--- config.mk ---
export PLATFORM = sky130hd
export DESIGN_NAME = riscv_memory_pipe
export DESIGN_NICKNAME = d
export VERILOG_FILES = /design/src/rtl/riscv_memory_pipe.sv
export SDC_FILE = /design/constraint.sdc
export NUM_CORES = 1
export LEC_CHECK = 0
export ABC_CLOCK_PERIOD_IN_PS = 25800
export CORE_AREA = 2 2 223 225
export DETAILED_ROUTE_END_ITERATION = 12
export DIE_AREA = 0 0 225 227
export PLACE_DENSITY_LB_ADDON = 0.3
export RECOVER_POWER = 100
export SYNTH_ARGS = -nofsm -noshare
export SYNTH_HDL_FRONTEND = slang
export SYNTH_SLANG_ARGS = --single-unit
export TNS_END_PERCENT = 20
--- constraint.sdc ---
create_clock -name clk -period 25.8 [get_ports clk]
set_input_delay 7.74 -clock clk [delete_from_list [all_inputs] [get_ports clk]]
set_output_delay 7.74 -clock clk [all_outputs]
set_load 0.01 [all_outputs]
--- src/rtl/riscv_memory_pipe.sv ---
// EX->WB memory-stage register chain. STAGES slots carry PC, instruction, result,
// data address and exception vector. Empty slots can collapse under stall, and an exception flush is supported.
module riscv_memory_pipe #(
  parameter int                XLEN             = 64,
  parameter int                ILEN             = 64,
  parameter int                EXCEPTION_SIZE   = 16,
  parameter logic [XLEN-1:0]   PC_INIT          = 'h8000_0000,
  parameter int                STAGES           = 2,
  parameter int                COLLAPSE_BUBBLES = 1,
  localparam int               OCC_W            = $clog2(STAGES + 1)
) (
  input  logic                      clk,
  input  logic                      rst,
  input  logic                      wb_stall,
  input  logic [XLEN-1:0]           ex_pc,
  input  logic                      ex_bubble,
  input  logic [ILEN-1:0]           ex_instr,
  input  logic [EXCEPTION_SIZE-1:0] ex_exception,
  input  logic [XLEN-1:0]           ex_r,
  input  logic [XLEN-1:0]           dmem_adr,
  input  logic [EXCEPTION_SIZE-1:0] wb_exception,
  output logic                      ex_ready,
  output logic [XLEN-1:0]           mem_pc,
  output logic                      mem_bubble,
  output logic [ILEN-1:0]           mem_instr,
  output logic [EXCEPTION_SIZE-1:0] mem_exception,
  output logic [XLEN-1:0]           mem_r,
  output logic [XLEN-1:0]           mem_memadr,
  output logic [OCC_W-1:0]          mem_occupancy
);

  logic [STAGES-1:0]         valid_q, valid_d;
  logic [XLEN-1:0]           pc_q    [STAGES];
  logic [XLEN-1:0]           pc_d    [STAGES];
  logic [ILEN-1:0]           instr_q [STAGES];
  logic [ILEN-1:0]           instr_d [STAGES];
  logic [EXCEPTION_SIZE-1:0] exc_q   [STAGES];
  logic [EXCEPTION_SIZE-1:0] exc_d   [STAGES];
  logic [XLEN-1:0]           r_q     [STAGES];
  logic [XLEN-1:0]           r_d     [STAGES];
  logic [XLEN-1:0]           adr_q   [STAGES];
  logic [XLEN-1:0]           adr_d   [STAGES];
  logic [OCC_W-1:0]          occ_q, occ_d;
  logic [STAGES-1:0]         adv;
  logic                      flush;

  // Advance enables. In collapse mode, stage i moves when any stage from i up to
  // the one before the output stage is empty, or WB takes the output stage.
  always_comb begin : adv_calc
    logic run;
    adv = '0;
    run = !wb_stall;
    for (int i = STAGES - 1; i >= 0; i--) begin
      if (i < STAGES - 1 && COLLAPSE_BUBBLES != 0) run = run | !valid_q[i];
      adv[i] = run;
    end
  end

  assign flush    = (valid_q[STAGES-1] & |exc_q[STAGES-1]) | |wb_exception;
  assign ex_ready = adv[0] & !flush;

  always_comb begin
    valid_d = valid_q;
    pc_d    = pc_q;
    instr_d = instr_q;
    exc_d   = exc_q;
    r_d     = r_q;
    adr_d   = adr_q;
    occ_d   = '0;
    for (int i = 0; i < STAGES; i++) begin
      int j;
      j = (i == 0) ? 0 : i - 1;
      if (flush) begin
        // Flush kills slots but leaves payload in place.
        valid_d[i] = 1'b0;
        exc_d[i]   = '0;
      end else if (adv[i]) begin
        if (i == 0) begin
          valid_d[i] = !ex_bubble;
          pc_d[i]    = ex_pc;
          instr_d[i] = ex_instr;
          exc_d[i]   = ex_bubble ? '0 : ex_exception;
          r_d[i]     = ex_r;
          adr_d[i]   = dmem_adr;
        end else begin
          valid_d[i] = valid_q[j];
          pc_d[i]    = pc_q[j];
          instr_d[i] = instr_q[j];
          exc_d[i]   = valid_q[j] ? exc_q[j] : '0;
          r_d[i]     = r_q[j];
          adr_d[i]   = adr_q[j];
        end
      end
    end
    for (int i = 0; i < STAGES; i++) occ_d = occ_d + OCC_W'(valid_d[i]);
  end

  always_ff @(posedge clk or posedge rst) begin
    if (rst) begin
      valid_q <= '0;
      occ_q   <= '0;
      for (int i = 0; i < STAGES; i++) begin
        pc_q[i]    <= PC_INIT;
        instr_q[i] <= '0;
        exc_q[i]   <= '0;
        r_q[i]     <= '0;
        adr_q[i]   <= '0;
      end
    end else begin
      valid_q <= valid_d;
      occ_q   <= occ_d;
      pc_q    <= pc_d;
      instr_q <= instr_d;
      exc_q   <= exc_d;
      r_q     <= r_d;
      adr_q   <= adr_d;
    end
  end

  assign mem_pc        = pc_q[STAGES-1];
  assign mem_bubble    = !valid_q[STAGES-1];
  assign mem_instr     = instr_q[STAGES-1];
  assign mem_exception = exc_q[STAGES-1];
  assign mem_r         = r_q[STAGES-1];
  assign mem_memadr    = adr_q[STAGES-1];
  assign mem_occupancy = occ_q;

endmodule

# Word-level counts from Yosys, hierarchy flattened

Index checks and enable logic that the tools add are counted.

Equality and inequality tests: 1
Div/mod/pow operators: 0
Bitwise operators: 6
Shifts and indexed selects: 0
$mul: 0
Magnitude comparators: 0
$add $sub $neg: 1
Multiplexer cells: 10
Reductions and logical operators: 10

Operators with widths:

| cell                 | number |
|---|---|
| $mux W16             | 6 |
| $reduce_or A16 Y1    | 2 |
| $logic_not A1 Y1     | 5 |
| $mux W1              | 4 |
| $reduce_and A2 Y1    | 2 |
| $add A1 B1 Y2        | 1 |
| $and A1 B1 Y1        | 2 |
| $ne A2 B1 Y1 const B | 1 |
| $not A1 Y1           | 2 |
| $or A1 B1 Y1         | 2 |
| $reduce_bool A2 Y1   | 1 |

Bits in registers: 548
ROM bits: 0
RAM bits: 0
Output and inout bits: 276
Input bits: 292
Memories kept: 0
Word-level logic and storage cells: 40
Bits in latches: 0

# Longest topological paths before layout

Gate-level depths: netlist (run 1).

Depth after elaboration: 5
Gate-level depth with buffers: 8
Gate-level depth less buffers: 5

# Least setup slack after synthesis (run 1)

Ideal clock, no wire load.

Path type: input -> output
Start: input wb_exception[10]
End: output ex_ready
Arrival: 8943 ps
Path slack: 9117 ps
Required time: 18060 ps
Stages: 6
Buffers on the path: 2
Path through: nor4_1 and4_1 nand3_1 inv_2 buf_4 buf_4

Longest elaborated chain between the ends: 4

Ends and longest elaborated chain:

| what              | RTL line | source |
|---|---|---|
| from (decl)       | 21       | `input logic [EXCEPTION_SIZE-1:0] wb_exception,` |
| $reduce_or A16 Y1 | 59       | `assign flush = (valid_q[STAGES-1] & \|exc_q[STAGES-1]) \| \|wb_exception;` |
| $or A1 B1 Y1      | 59       |  |
| $logic_not A1 Y1  | 60       | `assign ex_ready = adv[0] & !flush;` |
| $and A1 B1 Y1     | 60       |  |
| to (decl)         | 22       | `output logic ex_ready,` |

Every way passes these cells.

==> results of run 1 <==
==> cell families after synthesis <==
kind of cell	share of synthesized area (%)
muxes	25.5
AOI/OAI and AO/OA	1.24
DFF	60.4
buffers and inverters	11.5
adders and majority gates	0.0551
and+or+nand+nor	1.33
==> layer usage <==
metal	global-route usage (%)	wire length (um)
met1	23.2	19700
met2	31.9	24900
met3	7.15	4360
met4	9.23	2030
met5	0	64
==> registers in the layout, summed over array words and instances, names as in the netlist, 64 cells and up <==
signal      count
adr_q          64
instr_q        64
mem_instr      64
mem_memadr     64
mem_pc         64
mem_r          64
pc_q           64
r_q            64
==> per-stage QoR <==
step | worst slack, ps | total power, mW | hold slack [ps]
floorplan | 2740 | 0.891 | 452
global placement | 7490 | 0.940 | 461
detailed placement | 7520 | 0.941 | 469
CTS | 7520 | 1.78 | 485
global route | 3670 | 1.82 | 494
finish | 6250 | 1.75 | 475
==> layout make-up <==
class	instances	area share, %
well taps	622	2.72
flip-flops and latches	548	48.0
diodes	7	0.0613
multi-input cells	613	22.2
repair buffers	579	20.1
clock buffers	89	6.04
clock inverters	10	0.626
inverters	19	0.280
==> report_power, final <==
group          leakage, nW  total [mW]  internal [mW]  switching (mW)
sequential            7.65       0.860          0.860        0.000126
clock                0.939       0.829          0.504           0.324
combinational         6.17      0.0635         0.0392          0.0243
==> worst max path at each step <==
stage	from	endpoint	slack [ps]	cells after the start
final	rst	exc_q[26]	6250	3
after global routing	rst	r_q[106]	3670	3
after CTS	wb_exception[1]	ex_ready	7520	7
after detailed placement	wb_exception[1]	ex_ready	7520	7
after global placement	wb_exception[2]	ex_ready	7490	7
after floorplan	rst	adr_q[100]	2740	1
==> critical path, stage by stage <==
cell	delay (ps)
dlygate4sd3_1	550
clkinvlp_2	3150
clkbuf_1	6260
==> Yosys cell counts <==
master / number / area (sq um)
nand3_1: 17 / 85.1
mux2_2: 368 / 4140
ha_1: 1 / 12.5
or4_1: 3 / 22.5
nand2_1: 35 / 131
o41ai_2: 1 / 16.3
buf_4: 303 / 2270
buf_2: 12 / 60.1
o22ai_1: 16 / 100
dfstp_2: 2 / 52.6
buf_1: 1 / 3.75
a21oi_1: 1 / 5.00
o32ai_1: 16 / 140
dfrtp_1: 546 / 13700
buf_6: 14 / 158
mux2_1: 140 / 1580
o41a_1: 1 / 11.3
or4_4: 1 / 11.3
mux2_4: 4 / 60.1
nand4_1: 1 / 6.26
inv_1: 18 / 67.6
and4_1: 1 / 8.76
nor4_1: 4 / 25.0
inv_2: 1 / 3.75
or3_1: 1 / 6.26
o2bb2ai_1: 1 / 8.76
nor3_1: 1 / 5.00
clkbuf_1: 14 / 52.6
==> flow_summary_export.csv, run 1 <==
group,metric,value,unit
sta,worst_slew_pin_slew,8700,ps
placed_design,io_buffer_count,567,
clock_network,holdBufCountCts,0,
clock_network,worst_skew_pair.late_latency,590,ps
critical_path,ff2ff_path_depth,6,
die,floorplan.die.width,225,um
hold_path,holdPathEnd,"mem_pc[33]",
cells_and_area,drive_gt1_share,24.7,%
critical_path,cp_max_fo,172,
clock_network,post_cts_resize_count,0,
critical_path,endpoint_kind,"asynchronous set/reset pin",
hold_path,min-delay-path-class,"reg -> reg",
placed_design,dpl.hpwl,35200,um
logic_synthesis,yosysSeqAreaShare,60.4,%
sta,min_period,19550,ps
global_routing,grt_overflow_total,0,
placed_design,dpl_cell_area,26800,sq um
cells_and_area,layout_common_cells,"dfrtp_1, mux2_2, clkdlybuf4s50_1",
power,p_leak,14.8,nW
routing,routed_wl,51100,um
placed_design,routabilityCongestion,0.809,
critical_path,r2r-start,"mem_exception[12]",
die,start_util,46.8,%
cells_and_area,instances_no_fill,2487,
critical_path,reg2reg_slack,17260,ps
clock_network,clk_pin_slew_worst_paths,60,ps
cells_and_area,seq_area,13700,sq um
sta,fmax,51.2,MHz
routing,antenna_left,0,
sta,hold_violations,0,
clock_network,cts_buffers,57,
routing,num_vias,12480,
routing,routedWlPerCell,20.5,um
logic_synthesis,ys_types,28,
clock_network,post-cts-setup-buffer-count,0,
die,coreArea,48500,sq um
sta,rsz0062_at_grt,"false",
sta,setup_viol,0,
cells_and_area,nFillCells,3827,
logic_synthesis,syn-num-nets,1817,
cells_and_area,syn_to_final_growth,25.9,%
logic_synthesis,yosysWarningCount,0,
routing,routed_via_density,5.02,
cells_and_area,layout_commonest_cell,"dfrtp_1",
global_routing,grt_max_degree,175,
power,power_density,61.3,nW/um^2
logic_synthesis,postSynthCellCount,1524,
die,rows,81,
sta,max-slew-margin-rel,-480,%
clock_network,cts_num_sinks,548,
global_routing,grt_usage,19.6,%
die,die_h,227,um
power,vdd_drop_max,0.0454,mV
status,status,"finished, violations left",
logic_synthesis,syn_area,22700,sq um
critical_path,start_kind,"input pin",
die,io_pins,568,
critical_path,r2r-end,"mem_memadr[24]",
clock_network,root_buffer,"clkbuf_16",
cells_and_area,stdcell_area,28600,sq um
routing,first_iter_violations,484,
clock_network,h-tree-depth,2,
status,violations,"capacitance limit, slew limit",
routing,dr.pass1.iters,4,
job,drv_cap,9,
critical_path,crit_type,"in -> async",
clock_network,clockBufferDepth,3,
logic_synthesis,syn_avg_cell_area,14.9,sq um
sta,final.setup.tns,0,ps
hold_path,hp-start,"mem_pc[33]",
logic_synthesis,ys_seq_elements,548,
sta,fin_crit_sh,75.8,%
cells_and_area,multi_input_area,6360,sq um
hold_path,holdPathStages,1,
sta,finalMaxSlewViolations,766,
global_routing,grt_pass1_vias,13365,
die,dieArea,51100,sq um
routing,drc,0,
critical_path,crit_required,24300,ps
sta,fin_skew,14.1,ps
cells_and_area,final_nets,2111,
placed_design,dp_cells,2381,
clock_network,cts_tree,"built",
critical_path,arrival,18040,ps
global_routing,antenna_found_initial,11,
cells_and_area,utilization,58.9,%
global_routing,grt_pass1_wl,77200,um
Power figures use the tool's default switching activity.
==> run 2, diff against run 1 <==
--- a/config.mk
+++ b/config.mk
@@ -5,10 +5,10 @@
 export SDC_FILE = /design/constraint.sdc
 export NUM_CORES = 1
 export LEC_CHECK = 0
-export ABC_CLOCK_PERIOD_IN_PS = 25800
-export CORE_AREA = 2 2 223 225
+export ABC_CLOCK_PERIOD_IN_PS = 16400
+export CORE_MARGIN = 2
+export CORE_UTILIZATION = 45
 export DETAILED_ROUTE_END_ITERATION = 12
-export DIE_AREA = 0 0 225 227
 export PLACE_DENSITY_LB_ADDON = 0.3
 export RECOVER_POWER = 100
 export SYNTH_ARGS = -nofsm -noshare
==> constraint.sdc (replaced) <==
create_clock -name clk -period 16.4 [get_ports clk]
set_input_delay 4.92 -clock clk [delete_from_list [all_inputs] [get_ports clk]]
set_output_delay 4.92 -clock clk [all_outputs]
set_load 0.01 [all_outputs]
==> run 2 against run 1 <==
Compared with the run above:
- the run still ends with capacitance limit, slew limit left
- setup slack worse by 2900 ps
- count of clock-buffer cells in the layout up 5
- sequential power up 57%
- critical path depth up 3
- highest routed layer unchanged
- clock skew down 2.1 ps
- via count up 0.27%
- combinational power up 57%
- global-route usage up 0.31 points
- final cell count up 2.5%
==> flow_summary_export.csv, run 2 (synthesized netlist as in run 1, its figures left out) <==
group,metric,value,unit
critical_path,endpoint_kind,"primary output",
clock_network,holdBufCountCts,0,
placed_design,routabilityCongestion,0.812,
critical_path,max_stage_delay,730,ps
clock_network,cts_buffers,58,
cells_and_area,syn_to_final_growth,26.1,%
cells_and_area,final_nets,2116,
routing,dr.pass1.iters,5,
placed_design,io_buffer_count,567,
sta,rsz0062_at_grt,"false",
die,start_util,45.5,%
placed_design,dpl.hpwl,36200,um
power,p_leak,14.8,nW
critical_path,start_kind,"input pin",
global_routing,grt_usage,19.9,%
sta,final.setup.tns,0,ps
power,power_density,95.1,nW/um^2
sta,max-slew-margin-rel,-191,%
clock_network,worst_skew_pair.late_latency,590,ps
critical_path,cp_common_cell,"dlygate4sd3_1",
power,vdd_drop_max,0.0847,mV
sta,setup_ws,3320,ps
job,drv_cap,14,
critical_path,path_buf_inv,3,
routing,antenna_left,0,
routing,first_iter_violations,512,
cells_and_area,utilization,57.3,%
critical_path,cp_max_fo,76,
global_routing,grt_max_degree,90,
clock_network,post_cts_resize_count,0,
routing,drc,0,
die,floorplan.die.width,229,um
power,power,2.72,mW
die,coreArea,50000,sq um
die,die_h,229,um
clock_network,cts_num_sinks,548,
sta,whs,477,ps
sta,worst_slew_pin_slew,4370,ps
critical_path,ff2ff_path_depth,7,
sta,finalMaxSlewViolations,928,
sta,fmax,76.4,MHz
status,violations,"capacitance limit, slew limit",
status,status,"finished, violations left",
clock_network,clk_pin_slew_worst_paths,60,ps
critical_path,path_depth,6,
sta,hold_violations,0,
global_routing,grt_overflow_total,0,
die,dieArea,52300,sq um
critical_path,cp_cell_sequence,"dlygate4sd3_1 > nor4_1 > and4_1 > nand3_1 > inv_8 > dlygate4sd3_1",
clock_network,root_buffer,"clkbuf_16",
critical_path,crit_path_top_delay_cell,"inv_8",
critical_path,arrival,8160,ps
die,io_pins,568,
clock_network,cts_tree,"built",
routing,routed_wl,51500,um
global_routing,antenna_found_initial,14,
critical_path,path_delay_family,"buffers and inverters",
routing,routedWlPerCell,20.2,um
sta,fin_crit_sh,79.8,%
routing,num_vias,12514,
sta,setup_viol,0,
clock_network,h-tree-depth,2,
critical_path,crit_required,11480,ps
cells_and_area,drive_gt1_share,24.7,%
routing,routed_via_density,4.91,
critical_path,crit_type,"in -> out",
clock_network,post-cts-setup-buffer-count,0,
sta,min_period,13080,ps
die,rows,82,
clock_network,clockBufferDepth,3,
global_routing,grt_pass1_wl,81100,um
cells_and_area,layout_commonest_cell,"dfrtp_1",
sta,fin_skew,12.0,ps
hold_path,min-delay-path-class,"reg -> reg",
cells_and_area,layout_common_cells,"dfrtp_1, mux2_2, clkdlybuf4s50_1",
hold_path,holdPathStages,1,
placed_design,pre_cts_slack,3480,ps
global_routing,grt_pass1_vias,13593,
==> run 2: cell types whose count changed in the layout (fill, tap and decap cells not counted), sizes merged <==
| cell | delta |
|---|---|
| diode | +2 |
| clkbuf | +9 |
| clkinv | +1 |
| bufinv | -3 |
| inv | +2 |
==> run 2: final timing paths <==
check,start,to,slack (ps)
worst max-delay path,wb_exception[2],ex_ready,3320
worst min-delay path,mem_instr[49],mem_instr[49],480
worst max register to register,mem_exception[11],mem_instr[39],7370
worst min register to register,mem_instr[49],mem_instr[49],480
max in group asynchronous,rst,mem_pc[11],3590
min in group asynchronous,rst,mem_r[16],6380
==> run 2: power by group <==
| part | switching [mW] | internal (mW) |
|---|---|---|
| sequential | 0.000194 | 1.35 |
| clock | 0.510 | 0.759 |
| combinational | 0.0386 | 0.0615 |
==> run 2: per-layer routing <==
layer	track usage (%)	wire, um	part of all wire (%)	vias to the layer above
met3	6.66	4210	8.2	117
li1	-	-	-	5601
met4	8.37	1910	3.7	12
met2	33.0	25400	49	417
met5	0	74	0.14	-
met1	23.7	20000	39	6367
==> run 2: cell type report <==
cell class                      instances  area, sq um
Antenna cell                            9         22.5
Clock buffer                           94         1760
Clock inverter                         10          111
Fill cell                            4004        21300
Inverter                               19         82.6
Multi-Input combinational cell        613         6360
Sequential cell                       548        13700
Tap cell                              672          841
Timing Repair Buffer                  583         5750
==> run 2: through the flow <==
stage,cells,cell area (sq um)
6_report,2548,28600
5_1_grt,2546,28600
4_1_cts,2539,28700
3_5_place_dp,2435,26800
3_3_place_gp,2435,26800
2_1_floorplan,1524,22700
==> run 3, diff against run 2 <==
--- a/config.mk
+++ b/config.mk
@@ -5,10 +5,10 @@
 export SDC_FILE = /design/constraint.sdc
 export NUM_CORES = 1
 export LEC_CHECK = 0
-export ABC_CLOCK_PERIOD_IN_PS = 16400
-export CORE_MARGIN = 2
-export CORE_UTILIZATION = 45
+export ABC_CLOCK_PERIOD_IN_PS = 13580
+export CORE_AREA = 2 2 223 225
 export DETAILED_ROUTE_END_ITERATION = 12
+export DIE_AREA = 0 0 225 227
 export PLACE_DENSITY_LB_ADDON = 0.3
 export RECOVER_POWER = 100
 export SYNTH_ARGS = -nofsm -noshare
==> constraint.sdc (replaced) <==
create_clock -name clk -period 13.58 [get_ports clk]
set_input_delay 4.074 -clock clk [delete_from_list [all_inputs] [get_ports clk]]
set_output_delay 4.074 -clock clk [all_outputs]
set_load 0.01 [all_outputs]
==> run 3 against run 2 <==
Compared with the run above:
- the run still ends with capacitance limit, slew limit left
- clock power up 24%
- sequential share of layout area up 0.073 points
- via count decreased by 0.14%
- first-iteration DRC count is 19% higher
- hold slack hardly changed
- setup slack lost 1400 ps
- register-to-register slack lost 950 ps
- critical endpoint unchanged
==> flow_summary_export.csv, run 3 (synthesized netlist as in run 1, its figures left out) <==
group,metric,value,unit
sta,setup_viol,0,
clock_network,post-cts-setup-buffer-count,0,
global_routing,grt_pass1_wl,77700,um
clock_network,cts_buffers,57,
clock_network,clk_pin_slew_worst_paths,60,ps
clock_network,worst_skew_pair.late_latency,590,ps
routing,num_vias,12496,
routing,routed_wl,50600,um
routing,dr.pass1.iters,4,
die,floorplan.die.width,225,um
sta,fmax,85.5,MHz
routing,routed_via_density,5.02,
clock_network,cts_num_sinks,548,
cells_and_area,syn_to_final_growth,25.9,%
hold_path,min-delay-path-class,"reg -> reg",
placed_design,dpl.hpwl,34700,um
cells_and_area,multi_input_area,6360,sq um
routing,routedWlPerCell,20.3,um
cells_and_area,utilization,58.9,%
die,coreArea,48500,sq um
hold_path,hp-start,"mem_pc[17]",
critical_path,start_kind,"input pin",
critical_path,crit_type,"in -> out",
sta,hold_violations,0,
clock_network,h-tree-depth,2,
cells_and_area,seq_area,13700,sq um
global_routing,antenna_found_initial,8,
power,vdd_drop_max,0.0908,mV
sta,rsz0062_at_grt,"false",
sta,fin_skew,11.3,ps
hold_path,holdPathEnd,"mem_pc[17]",
critical_path,crit_required,9510,ps
placed_design,io_buffer_count,567,
die,start_util,46.8,%
status,status,"finished, violations left",
cells_and_area,layout_commonest_cell,"dfrtp_1",
critical_path,r2r-start,"mem_exception[11]",
cells_and_area,final_nets,2109,
routing,first_iter_violations,609,
die,rows,81,
sta,worst_slew_pin_slew,4650,ps
critical_path,r2r-end,"instr_q[81]",
clock_network,holdBufCountCts,0,
sta,max-slew-margin-rel,-210,%
die,dieArea,51100,sq um
cells_and_area,layout_common_cells,"dfrtp_1, mux2_2, clkdlybuf4s50_1",
clock_network,post_cts_resize_count,0,
cells_and_area,drive_gt1_share,25.3,%
sta,final.setup.tns,0,ps
critical_path,arrival,7620,ps
routing,drc,0,
global_routing,grt_pass1_vias,13417,
critical_path,endpoint_kind,"primary output",
critical_path,reg2reg_slack,6420,ps
global_routing,grt_max_degree,170,
sta,min_period,11690,ps
clock_network,clockBufferDepth,3,
clock_network,cts_tree,"built",
status,violations,"capacitance limit, slew limit",
power,power_density,117,nW/um^2
power,p_leak,14.8,nW
hold_path,holdPathStages,1,
sta,fin_crit_sh,86.1,%
die,io_pins,568,
cells_and_area,nFillCells,3810,
global_routing,grt_overflow_total,0,
critical_path,ff2ff_path_depth,6,
global_routing,grt_usage,19.7,%
placed_design,routabilityCongestion,0.820,
sta,finalMaxSlewViolations,974,
clock_network,root_buffer,"clkbuf_16",
critical_path,cp_max_fo,94,
routing,antenna_left,0,
job,drv_cap,10,
die,die_h,227,um
## run 3: power breakdown
group          internal [mW]  switching [mW]  total [mW]
Clock                  0.949           0.633        1.58
Combinational         0.0737          0.0466       0.120
Sequential              1.63        0.000229        1.63
## run 3: worst max path at each step
stage              from             to  slack (ps)
2_1_floorplan       rst     adr_q[100]        2050
3_3_place_gp   wb_stall       ex_ready        1940
3_5_place_dp   wb_stall       ex_ready        1850
4_1_cts        wb_stall       ex_ready        1830
5_1_grt             rst  mem_instr[54]        1010
6_report       wb_stall       ex_ready        1890
## run 3: area by class of cell
cell class                 instances  area share [%]
multi-input combinational        613            22.2
antenna                            7          0.0613
sequential                       548            48.0
inverter                          19           0.280
clock inverter                    21           0.875
timing repair buffer             577            20.0
clock buffer                      83            5.85
tap                              622            2.72
## run 3: per-stage QoR
| step | area (sq um) | setup WS [ps] | instances | total power, mW | hold WS (ps) |
|---|---|---|---|---|---|
| after floorplan | 22700 | 2050 | 1524 | 1.69 | 452 |
| after global placement | 26800 | 1940 | 2379 | 1.79 | 461 |
| after detailed placement | 26800 | 1850 | 2379 | 1.79 | 468 |
| after CTS | 28700 | 1830 | 2483 | 3.39 | 482 |
| after global routing | 28600 | 1010 | 2489 | 3.46 | 489 |
| final | 28600 | 1890 | 2490 | 3.34 | 477 |
## run 3: critical path, stage by stage
cell,delay [ps]
dlygate4sd3_1,1390
nand2_1,180
nand3_1,710
inv_8,420
dlygate4sd3_1,760
## run 3: per-layer routing
metal | GRT usage (%) | up-vias | part of all wire (%)
met5 | 0 | - | 0.026
met4 | 7.28 | 2 | 3.2
met3 | 7.46 | 101 | 8.7
met2 | 31.8 | 394 | 49
met1 | 24.1 | 6405 | 39
li1 | - | 5594 | -
